<file path="src/rtl/i2c_pkg.sv">
// i2c_pkg
// Shared definitions for the I2C transaction arbiter:
//   - state_e      : sequencer FSM states
//   - ERR_*        : rsp_err encodings returned to requesters
//   - SLAVE_W/BYTE_W : transaction field widths
//   - cnt_width()  : counter width able to hold 0..n-1, never below one bit
package i2c_pkg;

  localparam int SLAVE_W = 7;
  localparam int BYTE_W  = 8;

  typedef enum logic [2:0] {
    ST_IDLE  = 3'd0,
    ST_ISSUE = 3'd1,
    ST_WAIT  = 3'd2,
    ST_GAP   = 3'd3,
    ST_RESP  = 3'd4
  } state_e;

  localparam logic [1:0] ERR_OK      = 2'b00;
  localparam logic [1:0] ERR_NACK    = 2'b01;
  localparam logic [1:0] ERR_TIMEOUT = 2'b10;

  function automatic int cnt_width(input int n_values);
    return (n_values <= 2) ? 1 : $clog2(n_values);
  endfunction

endpackage

</file>
<file path="src/rtl/i2c_txn_arbiter_if.sv">
// i2c_txn_arbiter_if
// Bundles the requester side (req_*/rsp_*), the core transaction port
// (core_*) and the status outputs (busy, owner) of the arbiter.
//   slave  : arbiter view (drives req_ready, rsp_*, core_* outputs, status)
//   master : environment view (requesters plus the i2c core)
interface i2c_txn_arbiter_if #(
  parameter int NUM_REQ = 4
);
  import i2c_pkg::*;

  localparam int OW = $clog2(NUM_REQ);

  logic [NUM_REQ-1:0]         req_valid;
  logic [NUM_REQ-1:0]         req_ready;
  logic [SLAVE_W*NUM_REQ-1:0] req_slave_addr;
  logic [BYTE_W*NUM_REQ-1:0]  req_reg_addr;
  logic [BYTE_W*NUM_REQ-1:0]  req_wdata;
  logic [NUM_REQ-1:0]         req_rw;
  logic [NUM_REQ-1:0]         rsp_valid;
  logic [BYTE_W-1:0]          rsp_rdata;
  logic [1:0]                 rsp_err;
  logic                       core_start;
  logic [SLAVE_W-1:0]         core_slave_addr;
  logic [BYTE_W-1:0]          core_reg_addr;
  logic [BYTE_W-1:0]          core_write_data;
  logic                       core_rw;
  logic [BYTE_W-1:0]          core_read_data;
  logic                       core_done;
  logic                       core_ack_error;
  logic                       busy;
  logic [OW-1:0]              owner;

  modport slave (
    input  req_valid, req_slave_addr, req_reg_addr, req_wdata, req_rw,
    input  core_read_data, core_done, core_ack_error,
    output req_ready, rsp_valid, rsp_rdata, rsp_err,
    output core_start, core_slave_addr, core_reg_addr, core_write_data, core_rw,
    output busy, owner
  );

  modport master (
    output req_valid, req_slave_addr, req_reg_addr, req_wdata, req_rw,
    output core_read_data, core_done, core_ack_error,
    input  req_ready, rsp_valid, rsp_rdata, rsp_err,
    input  core_start, core_slave_addr, core_reg_addr, core_write_data, core_rw,
    input  busy, owner
  );

endinterface

</file>
<file path="src/rtl/i2c_txn_arbiter_rr_arbiter.sv">
// rr_arbiter
// Combinational round-robin arbiter. The search starts at last+1 and wraps,
// so the most recent owner has the lowest priority.
//   req       : request vector
//   last      : index of the last granted requester
//   grant     : one-hot grant (all zero when nothing requests)
//   grant_idx : index of the granted requester
//   grant_vld : any requester granted
module rr_arbiter #(
  parameter int NUM_REQ = 4
) (
  input  logic [NUM_REQ-1:0]         req,
  input  logic [$clog2(NUM_REQ)-1:0] last,
  output logic [NUM_REQ-1:0]         grant,
  output logic [$clog2(NUM_REQ)-1:0] grant_idx,
  output logic                       grant_vld
);
  localparam int IDX_W = $clog2(NUM_REQ);

  logic [IDX_W-1:0] cand;
  logic             hit;

  // Walk candidates last+1 .. last+NUM_REQ (mod NUM_REQ); first request wins.
  always_comb begin
    grant     = '0;
    grant_idx = '0;
    grant_vld = 1'b0;
    cand      = '0;
    hit       = 1'b0;
    for (int k = 1; k <= NUM_REQ; k++) begin
      cand = IDX_W'((int'(last) + k) % NUM_REQ);
      hit  = !grant_vld && req[cand];
      if (hit) begin
        grant[cand] = 1'b1;
        grant_idx   = cand;
        grant_vld   = 1'b1;
      end else begin
        grant_idx   = grant_idx;
      end
    end
  end

endmodule

</file>
<file path="src/rtl/i2c_txn_arbiter.sv">
// i2c_txn_arbiter
// Shares one i2c_master_core among NUM_REQ requesters. One transaction is
// accepted per grant, issued to the core, retried after NACK (with an idle
// gap), bounded by a timeout, and answered with a one-cycle response.
//   clk, reset : clock, asynchronous active-high reset
//   bus        : i2c_txn_arbiter_if.slave (requests, responses, core port,
//                busy, owner)
// Cycle shape: grant (req_ready) in T while still IDLE, ISSUE/core_start in
// T+1, WAIT from T+2; core_done in D gives RESP/rsp_valid in D+1, IDLE in D+2.
module i2c_txn_arbiter
  import i2c_pkg::*;
#(
  parameter int NUM_REQ     = 4,
  parameter int MAX_RETRY   = 2,
  parameter int RETRY_GAP   = 64,
  parameter int TIMEOUT_CYC = 100000
) (
  input  logic              clk,
  input  logic              reset,
  i2c_txn_arbiter_if.slave  bus
);
  localparam int OW    = $clog2(NUM_REQ);
  localparam int RTY_W = cnt_width(MAX_RETRY + 1);
  localparam int TMO_W = cnt_width(TIMEOUT_CYC);
  localparam int GAP_W = cnt_width(RETRY_GAP);

  localparam logic [RTY_W-1:0]   RTY_MAX  = RTY_W'(MAX_RETRY);
  localparam logic [TMO_W-1:0]   TMO_LAST = TMO_W'(TIMEOUT_CYC - 1);
  localparam logic [TMO_W-1:0]   TMO_SAT  = '1;
  localparam logic [GAP_W-1:0]   GAP_LAST = GAP_W'(RETRY_GAP - 1);
  localparam logic [NUM_REQ-1:0] ONE_HOT0 = NUM_REQ'(1);

  state_e             state_q, state_d;
  logic [NUM_REQ-1:0] req_ready_q, req_ready_d;
  logic [NUM_REQ-1:0] rsp_valid_q, rsp_valid_d;
  logic [BYTE_W-1:0]  rsp_rdata_q, rsp_rdata_d;
  logic [1:0]         rsp_err_q, rsp_err_d;
  logic               core_start_q, core_start_d;
  logic [SLAVE_W-1:0] slave_q, slave_d;
  logic [BYTE_W-1:0]  reg_q, reg_d;
  logic [BYTE_W-1:0]  wdata_q, wdata_d;
  logic               rw_q, rw_d;
  logic               busy_q, busy_d;
  logic [OW-1:0]      owner_q, owner_d;
  logic [RTY_W-1:0]   rty_q, rty_d;
  logic [TMO_W-1:0]   tmo_q, tmo_d;
  logic [GAP_W-1:0]   gap_q, gap_d;

  logic [NUM_REQ-1:0] arb_grant;
  logic [OW-1:0]      arb_idx;
  logic               arb_vld;
  logic [SLAVE_W-1:0] sel_slave;
  logic [BYTE_W-1:0]  sel_reg;
  logic [BYTE_W-1:0]  sel_wdata;
  logic               sel_rw;

  rr_arbiter #(.NUM_REQ(NUM_REQ)) u_rr_arbiter (
    .req       (bus.req_valid),
    .last      (owner_q),
    .grant     (arb_grant),
    .grant_idx (arb_idx),
    .grant_vld (arb_vld)
  );

  // AND-OR mux of the winner's request fields, indexed by the one-hot grant.
  always_comb begin
    sel_slave = '0;
    sel_reg   = '0;
    sel_wdata = '0;
    sel_rw    = 1'b0;
    for (int i = 0; i < NUM_REQ; i++) begin
      sel_slave = sel_slave | (bus.req_slave_addr[i*SLAVE_W +: SLAVE_W] & {SLAVE_W{arb_grant[i]}});
      sel_reg   = sel_reg   | (bus.req_reg_addr[i*BYTE_W +: BYTE_W]    & {BYTE_W{arb_grant[i]}});
      sel_wdata = sel_wdata | (bus.req_wdata[i*BYTE_W +: BYTE_W]       & {BYTE_W{arb_grant[i]}});
      sel_rw    = sel_rw    | (bus.req_rw[i] & arb_grant[i]);
    end
  end

  // Sequencer next-state logic; pulse outputs are set on entry to their state.
  always_comb begin
    state_d      = state_q;
    req_ready_d  = '0;
    rsp_valid_d  = '0;
    rsp_rdata_d  = '0;
    rsp_err_d    = ERR_OK;
    core_start_d = 1'b0;
    slave_d      = slave_q;
    reg_d        = reg_q;
    wdata_d      = wdata_q;
    rw_d         = rw_q;
    owner_d      = owner_q;
    rty_d        = rty_q;
    tmo_d        = tmo_q;
    gap_d        = gap_q;
    case (state_q)
      ST_IDLE: begin
        // A grant issued last cycle moves to ISSUE; the requester has
        // dropped (or is dropping) req_valid so it must not be re-arbitrated.
        if (req_ready_q != '0) begin
          state_d      = ST_ISSUE;
          core_start_d = 1'b1;
        end else if (arb_vld) begin
          req_ready_d = arb_grant;
          owner_d     = arb_idx;
          slave_d     = sel_slave;
          reg_d       = sel_reg;
          wdata_d     = sel_wdata;
          rw_d        = sel_rw;
          rty_d       = '0;
        end else begin
          state_d = ST_IDLE;
        end
      end
      ST_ISSUE: begin
        tmo_d   = '0;
        state_d = ST_WAIT;
      end
      ST_WAIT: begin
        tmo_d = (tmo_q == TMO_SAT) ? tmo_q : tmo_q + TMO_W'(1);
        // core_done is tested before the timeout so a coincident completion wins.
        if (bus.core_done) begin
          if (!bus.core_ack_error) begin
            rsp_valid_d = ONE_HOT0 << owner_q;
            rsp_rdata_d = rw_q ? bus.core_read_data : '0;
            rsp_err_d   = ERR_OK;
            state_d     = ST_RESP;
          end else if (rty_q < RTY_MAX) begin
            rty_d   = rty_q + RTY_W'(1);
            gap_d   = '0;
            state_d = ST_GAP;
          end else begin
            rsp_valid_d = ONE_HOT0 << owner_q;
            rsp_err_d   = ERR_NACK;
            state_d     = ST_RESP;
          end
        end else if (tmo_q == TMO_LAST) begin
          rsp_valid_d = ONE_HOT0 << owner_q;
          rsp_err_d   = ERR_TIMEOUT;
          state_d     = ST_RESP;
        end else begin
          state_d = ST_WAIT;
        end
      end
      ST_GAP: begin
        if (gap_q == GAP_LAST) begin
          state_d      = ST_ISSUE;
          core_start_d = 1'b1;
        end else begin
          gap_d = gap_q + GAP_W'(1);
        end
      end
      ST_RESP: begin
        state_d = ST_IDLE;
      end
      default: begin
        state_d = ST_IDLE;
      end
    endcase
    busy_d = (state_d != ST_IDLE);
  end

  // State and registered outputs.
  always_ff @(posedge clk or posedge reset) begin
    if (reset) begin
      state_q      <= ST_IDLE;
      req_ready_q  <= '0;
      rsp_valid_q  <= '0;
      rsp_rdata_q  <= '0;
      rsp_err_q    <= ERR_OK;
      core_start_q <= 1'b0;
      slave_q      <= '0;
      reg_q        <= '0;
      wdata_q      <= '0;
      rw_q         <= 1'b0;
      busy_q       <= 1'b0;
      owner_q      <= OW'(NUM_REQ - 1);
      rty_q        <= '0;
      tmo_q        <= '0;
      gap_q        <= '0;
    end else begin
      state_q      <= state_d;
      req_ready_q  <= req_ready_d;
      rsp_valid_q  <= rsp_valid_d;
      rsp_rdata_q  <= rsp_rdata_d;
      rsp_err_q    <= rsp_err_d;
      core_start_q <= core_start_d;
      slave_q      <= slave_d;
      reg_q        <= reg_d;
      wdata_q      <= wdata_d;
      rw_q         <= rw_d;
      busy_q       <= busy_d;
      owner_q      <= owner_d;
      rty_q        <= rty_d;
      tmo_q        <= tmo_d;
      gap_q        <= gap_d;
    end
  end

  assign bus.req_ready       = req_ready_q;
  assign bus.rsp_valid       = rsp_valid_q;
  assign bus.rsp_rdata       = rsp_rdata_q;
  assign bus.rsp_err         = rsp_err_q;
  assign bus.core_start      = core_start_q;
  assign bus.core_slave_addr = slave_q;
  assign bus.core_reg_addr   = reg_q;
  assign bus.core_write_data = wdata_q;
  assign bus.core_rw         = rw_q;
  assign bus.busy            = busy_q;
  assign bus.owner           = owner_q;

endmodule
</file>
<file path="src/flat_wrapper.sv">
// flat-port wrapper written by rule: the top's interface ports become plain ports
module i2c_txn_arbiter_flat import i2c_pkg::*;
#(
  parameter int NUM_REQ     = 4,
  parameter int MAX_RETRY   = 2,
  parameter int RETRY_GAP   = 64,
  parameter int TIMEOUT_CYC = 100000
)
  (clk, reset, bus_req_valid, bus_req_slave_addr, bus_req_reg_addr, bus_req_wdata, bus_req_rw, bus_core_read_data, bus_core_done, bus_core_ack_error, bus_req_ready, bus_rsp_valid, bus_rsp_rdata, bus_rsp_err, bus_core_start, bus_core_slave_addr, bus_core_reg_addr, bus_core_write_data, bus_core_rw, bus_busy, bus_owner);
  i2c_txn_arbiter_if #(.NUM_REQ(NUM_REQ)) bus_i ();
  input  logic clk;
  input  logic reset;
  input wire logic [$bits(bus_i.req_valid)-1:0] bus_req_valid;
  input wire logic [$bits(bus_i.req_slave_addr)-1:0] bus_req_slave_addr;
  input wire logic [$bits(bus_i.req_reg_addr)-1:0] bus_req_reg_addr;
  input wire logic [$bits(bus_i.req_wdata)-1:0] bus_req_wdata;
  input wire logic [$bits(bus_i.req_rw)-1:0] bus_req_rw;
  input wire logic [$bits(bus_i.core_read_data)-1:0] bus_core_read_data;
  input wire logic [$bits(bus_i.core_done)-1:0] bus_core_done;
  input wire logic [$bits(bus_i.core_ack_error)-1:0] bus_core_ack_error;
  output wire logic [$bits(bus_i.req_ready)-1:0] bus_req_ready;
  output wire logic [$bits(bus_i.rsp_valid)-1:0] bus_rsp_valid;
  output wire logic [$bits(bus_i.rsp_rdata)-1:0] bus_rsp_rdata;
  output wire logic [$bits(bus_i.rsp_err)-1:0] bus_rsp_err;
  output wire logic [$bits(bus_i.core_start)-1:0] bus_core_start;
  output wire logic [$bits(bus_i.core_slave_addr)-1:0] bus_core_slave_addr;
  output wire logic [$bits(bus_i.core_reg_addr)-1:0] bus_core_reg_addr;
  output wire logic [$bits(bus_i.core_write_data)-1:0] bus_core_write_data;
  output wire logic [$bits(bus_i.core_rw)-1:0] bus_core_rw;
  output wire logic [$bits(bus_i.busy)-1:0] bus_busy;
  output wire logic [$bits(bus_i.owner)-1:0] bus_owner;
  assign bus_i.req_valid = bus_req_valid;
  assign bus_i.req_slave_addr = bus_req_slave_addr;
  assign bus_i.req_reg_addr = bus_req_reg_addr;
  assign bus_i.req_wdata = bus_req_wdata;
  assign bus_i.req_rw = bus_req_rw;
  assign bus_i.core_read_data = bus_core_read_data;
  assign bus_i.core_done = bus_core_done;
  assign bus_i.core_ack_error = bus_core_ack_error;
  assign bus_req_ready = bus_i.req_ready;
  assign bus_rsp_valid = bus_i.rsp_valid;
  assign bus_rsp_rdata = bus_i.rsp_rdata;
  assign bus_rsp_err = bus_i.rsp_err;
  assign bus_core_start = bus_i.core_start;
  assign bus_core_slave_addr = bus_i.core_slave_addr;
  assign bus_core_reg_addr = bus_i.core_reg_addr;
  assign bus_core_write_data = bus_i.core_write_data;
  assign bus_core_rw = bus_i.core_rw;
  assign bus_busy = bus_i.busy;
  assign bus_owner = bus_i.owner;
  i2c_txn_arbiter #(.NUM_REQ(NUM_REQ), .MAX_RETRY(MAX_RETRY), .RETRY_GAP(RETRY_GAP), .TIMEOUT_CYC(TIMEOUT_CYC)) u_core (.clk(clk), .reset(reset), .bus(bus_i));
endmodule
</file>
<file path="config.mk">
export PLATFORM = sky130hd
export DESIGN_NAME = i2c_txn_arbiter_flat
export DESIGN_NICKNAME = d
export VERILOG_FILES = /design/src/rtl/i2c_pkg.sv /design/src/rtl/i2c_txn_arbiter_if.sv /design/src/rtl/i2c_txn_arbiter_rr_arbiter.sv /design/src/rtl/i2c_txn_arbiter.sv /design/src/flat_wrapper.sv
export SDC_FILE = /design/constraint.sdc
export NUM_CORES = 1
export LEC_CHECK = 0
export CORE_MARGIN = 3
export CORE_UTILIZATION = 50
export DETAILED_ROUTE_END_ITERATION = 8
export PLACE_DENSITY = 0.86
export SLEW_MARGIN = 20
export SYNTH_ARGS = -nofsm -noshare
export SYNTH_HDL_FRONTEND = slang
export SYNTH_SLANG_ARGS = --single-unit
</file>
<file path="constraint.sdc">
create_clock -name clk -period 7.5 [get_ports clk]
set_input_delay 1.5 -clock clk [delete_from_list [all_inputs] [get_ports clk]]
set_output_delay 1.5 -clock clk [all_outputs]
set_load 0.05 [all_outputs]
</file>
==> results.yml <==
status:
  status: "finished clean"
clock_tree:
  cts_tree: "done"
  root_buffer: "clkbuf_8"
  clock_latency_ns: 0.37
  cts-buffers-inserted: 9
  hold_buffers: 0
  clock_path_buffers: 2
  cts_setup_buffers: 0
  clk_pin_slew_worst_paths_ns: 0.08
  cts_resized: 0
  cts_sinks: 74
  htreeDepth: 3
global_routing:
  grt_remaining_overflow: 0
  grt_use_total: 0.273
  grt_pass1_vias: 4903
  grt_pass1_wl_um: 24200
  antenna_found_initial: 0
  grt_max_degree: 75
setup_path:
  r2r_cells: 7
  crit_required_ns: 7.78
  crit_path_end_kind: "flop"
  arrival_ns: 4.54
  crit_type: "primary input to flop"
  crit_fanout: 30
  timing.rr.end: "u_core.bus.core_write_data[4]"
  r2r_slack_ns: 3.42
  start_kind: "primary input"
  r2r_start: "u_core.bus.owner[1]"
power:
  p_int_uw: 1310
  vdd_ir_drop_max_mv: 0.248
  clkPwrFrac: 0.145
  pwr-share-comb: 0.624
  seqPwrFrac: 0.232
  leakagePower_uw: 0.00253
  p_total_uw: 2620
  p_per_area_mw_per_mm2: 395
  p_sw_frac: 0.499
  p_sw_uw: 1310
drt:
  post-route-drc-count: 0
  vias_per_cell: 6.17
  drt_iter0_markers: 405
  postRouteAntennaNets: 0
  vias: 4787
  drt_first_pass_iters: 5
  drt_wl_total_um: 14700
  wl_per_cell_um: 18.9
sta:
  period_share: 0.568
  setup_tns_ns: 0
  drv_slew: 0
  relSlewSlack: 0.300
  fin_skew_ns: 0.00782
  max_freq_mhz: 235
  rsz0062_at_grt: "no"
  setup_viol: 0
  min_period_ns: 4.26
  tightest_slew_ns: 1.05
  fin_ws_ns: 3.24
  hold_viol_final: 0
logic_synthesis:
  synth-simple-area-share: 0.231
  synthAdderAreaFrac: 0.0287
  synth_cells: 504
  synth_top_family_by_area: "compound AO/OA/AOI/OAI gates"
  synth-xor-area-share: 0.0274
  syn-cell-area_sq_mm: 0.00480
  yosys.area.top_type: "dfrtp_1"
  yosysSeqAreaShare: 0.386
  ys_ff_latch: 74
  async_reset_ff_frac: 1.00
  synth_cell_types: 57
  synth_compound_area_frac: 0.244
  synth_top_area_share: 0.375
  avgSynthCellArea_sq_um: 9.52
  synth-edff-count: 0
  ys_top_cells_by_area: "dfrtp_1 38%, nand3b_1 7.5%, nor2_1 4.5%"
  synth_nets: 627
  yosysWarnings: 0
  synth_mux_area_frac: 0.0357
  synth_ff_type: "dfrtp_1"
worst_hold_path:
  hold_class: "flop to flop"
  hold_path_end: "u_core.gap_q[5]"
  min_path_cells: 1
  holdCritStartpoint: "u_core.gap_q[5]"
layout:
  final_cell_mix: "157 x clkdlybuf4s50_1, 72 x dfrtp_1, 56 x nor2_1, 48 x nand3b_1, 33 x o21ai_0"
  layoutNonFillerInstCount: 776
  seqCellArea_sq_mm: 0.00185
  multi_input_area_sq_mm: 0.00273
  layout-drive-gt1-share: 0.0773
  layout_commonest_cell: "clkdlybuf4s50_1"
  synthToLayoutAreaGrowth_pct: 38.0
  fillers: 682
  num_antenna_cells: 0
  final_nets: 765
floorplanning:
  pin_count: 158
  initial_utilization: 0.517
  dieHeight_um: 104
  dieArea_sq_mm: 0.0108
  floorplan.rows: 35
  die_w_um: 104
  coreArea_sq_mm: 0.00928
place:
  placed_cells: 760
  place_hpwl_um: 10500
  preCtsSetupSlack_ns: 2.87
  routabilityCongestion: 0.885
  io_buffer_count: 157
run:
  drv_cap: 0
-- how the worst max path moves through the flow --
stage | start | to | cells past startpoint
after floorplan | u_core.bus.owner[0] | u_core.bus.core_rw | 11
after global placement | bus_req_valid[2] | u_core.bus.core_write_data[2] | 8
after detailed placement | bus_req_valid[2] | u_core.bus.core_write_data[4] | 8
after CTS | bus_req_valid[2] | u_core.bus.core_write_data[4] | 8
after global routing | bus_req_valid[3] | u_core.bus.core_write_data[0] | 8
final | bus_req_valid[2] | u_core.bus.core_write_data[4] | 8
-- synthesized netlist by cell type, types with 4 or more instances --
cell type and n:
a21oi_1 7, o21ai_0 34, nand2b_1 6, nand3b_1 48, clkbuf_1 18, o31ai_1 4
dfrtp_1 72, nand2_1 21, and2_1 16, a31oi_1 6, buf_2 7, a221oi_2 9
a22oi_1 25, o22ai_1 4, and3_1 8, mux2i_1 4, nand3_1 10, nor2b_1 5
a221oi_1 17, nand4_1 6, nor3_1 6, o211ai_1 24, buf_6 4, nor4_1 4
inv_1 13, ha_1 11, xor2_1 12, nor2_1 57
-- sequential cells by signal, summed over array words and instances, names as in the netlist --
signal and count:
u_core.bus.core_start 1, u_core.bus.rsp_rdata 8, u_core.bus.core_reg_addr 8, u_core.bus.owner 2
u_core.bus.core_slave_addr 7, u_core.bus.req_ready 4, u_core.rty_q 2, u_core.bus.rsp_err 2
u_core.tmo_q 17, u_core.gap_q 6, u_core.bus.core_rw 1, u_core.state_q 3
u_core.bus.core_write_data 8, u_core.bus.busy 1, u_core.bus.rsp_valid 4
-- area by class of cell --
class,count,share of cell area
repair buffers,160,0.241
inverters,14,0.00793
multi-input cells,383,0.412
clock buffers,10,0.0193
clock inverters,6,0.0159
flip-flops and latches,74,0.280
well taps,129,0.0244
-- cells by family after synthesis --
family,after synthesis
adder cells (fa/ha/maj),11
multiplexers,11
buffers and inverters,47
AND/OR/NAND/NOR,199
AO/OA/AOI/OAI,147
XOR/XNOR,15
flip-flops,74
-- power groups by stage --
stage               Combinational (uW)  Sequential, uW  Clock [uW]
floorplan                         1020             772           0
global placement                  1550             603           0
detailed placement                1610             606           0
CTS                               1610             602         378
global route                      1760             619         396
finish                            1630             606         379
-- through the flow --
step	cell area, sq um	hold WS [ns]	util
floorplan	4800	0.466	-
finish	6620	0.521	0.713
global route	6620	0.543	0.713
global placement	6390	0.499	0.688
detailed placement	6390	0.502	0.688
CTS	6620	0.513	0.713
-- worst max-delay path, stage by stage --
cell	delay, ns
clkdlybuf4s50_1	0.66
or3b_1	0.42
a2111oi_2	0.42
nor3_2	0.06
buf_4	0.25
o22ai_2	0.78
a221oi_1	0.19
o211ai_1	0.25
-- per-layer routing --
metal,GRT usage,routed length [um]
met1,0.337,5620
met2,0.453,7390
met3,0.0776,1330
met5,0,0
met4,0.109,354
Note: power is estimated with default switching activity, not from simulation.
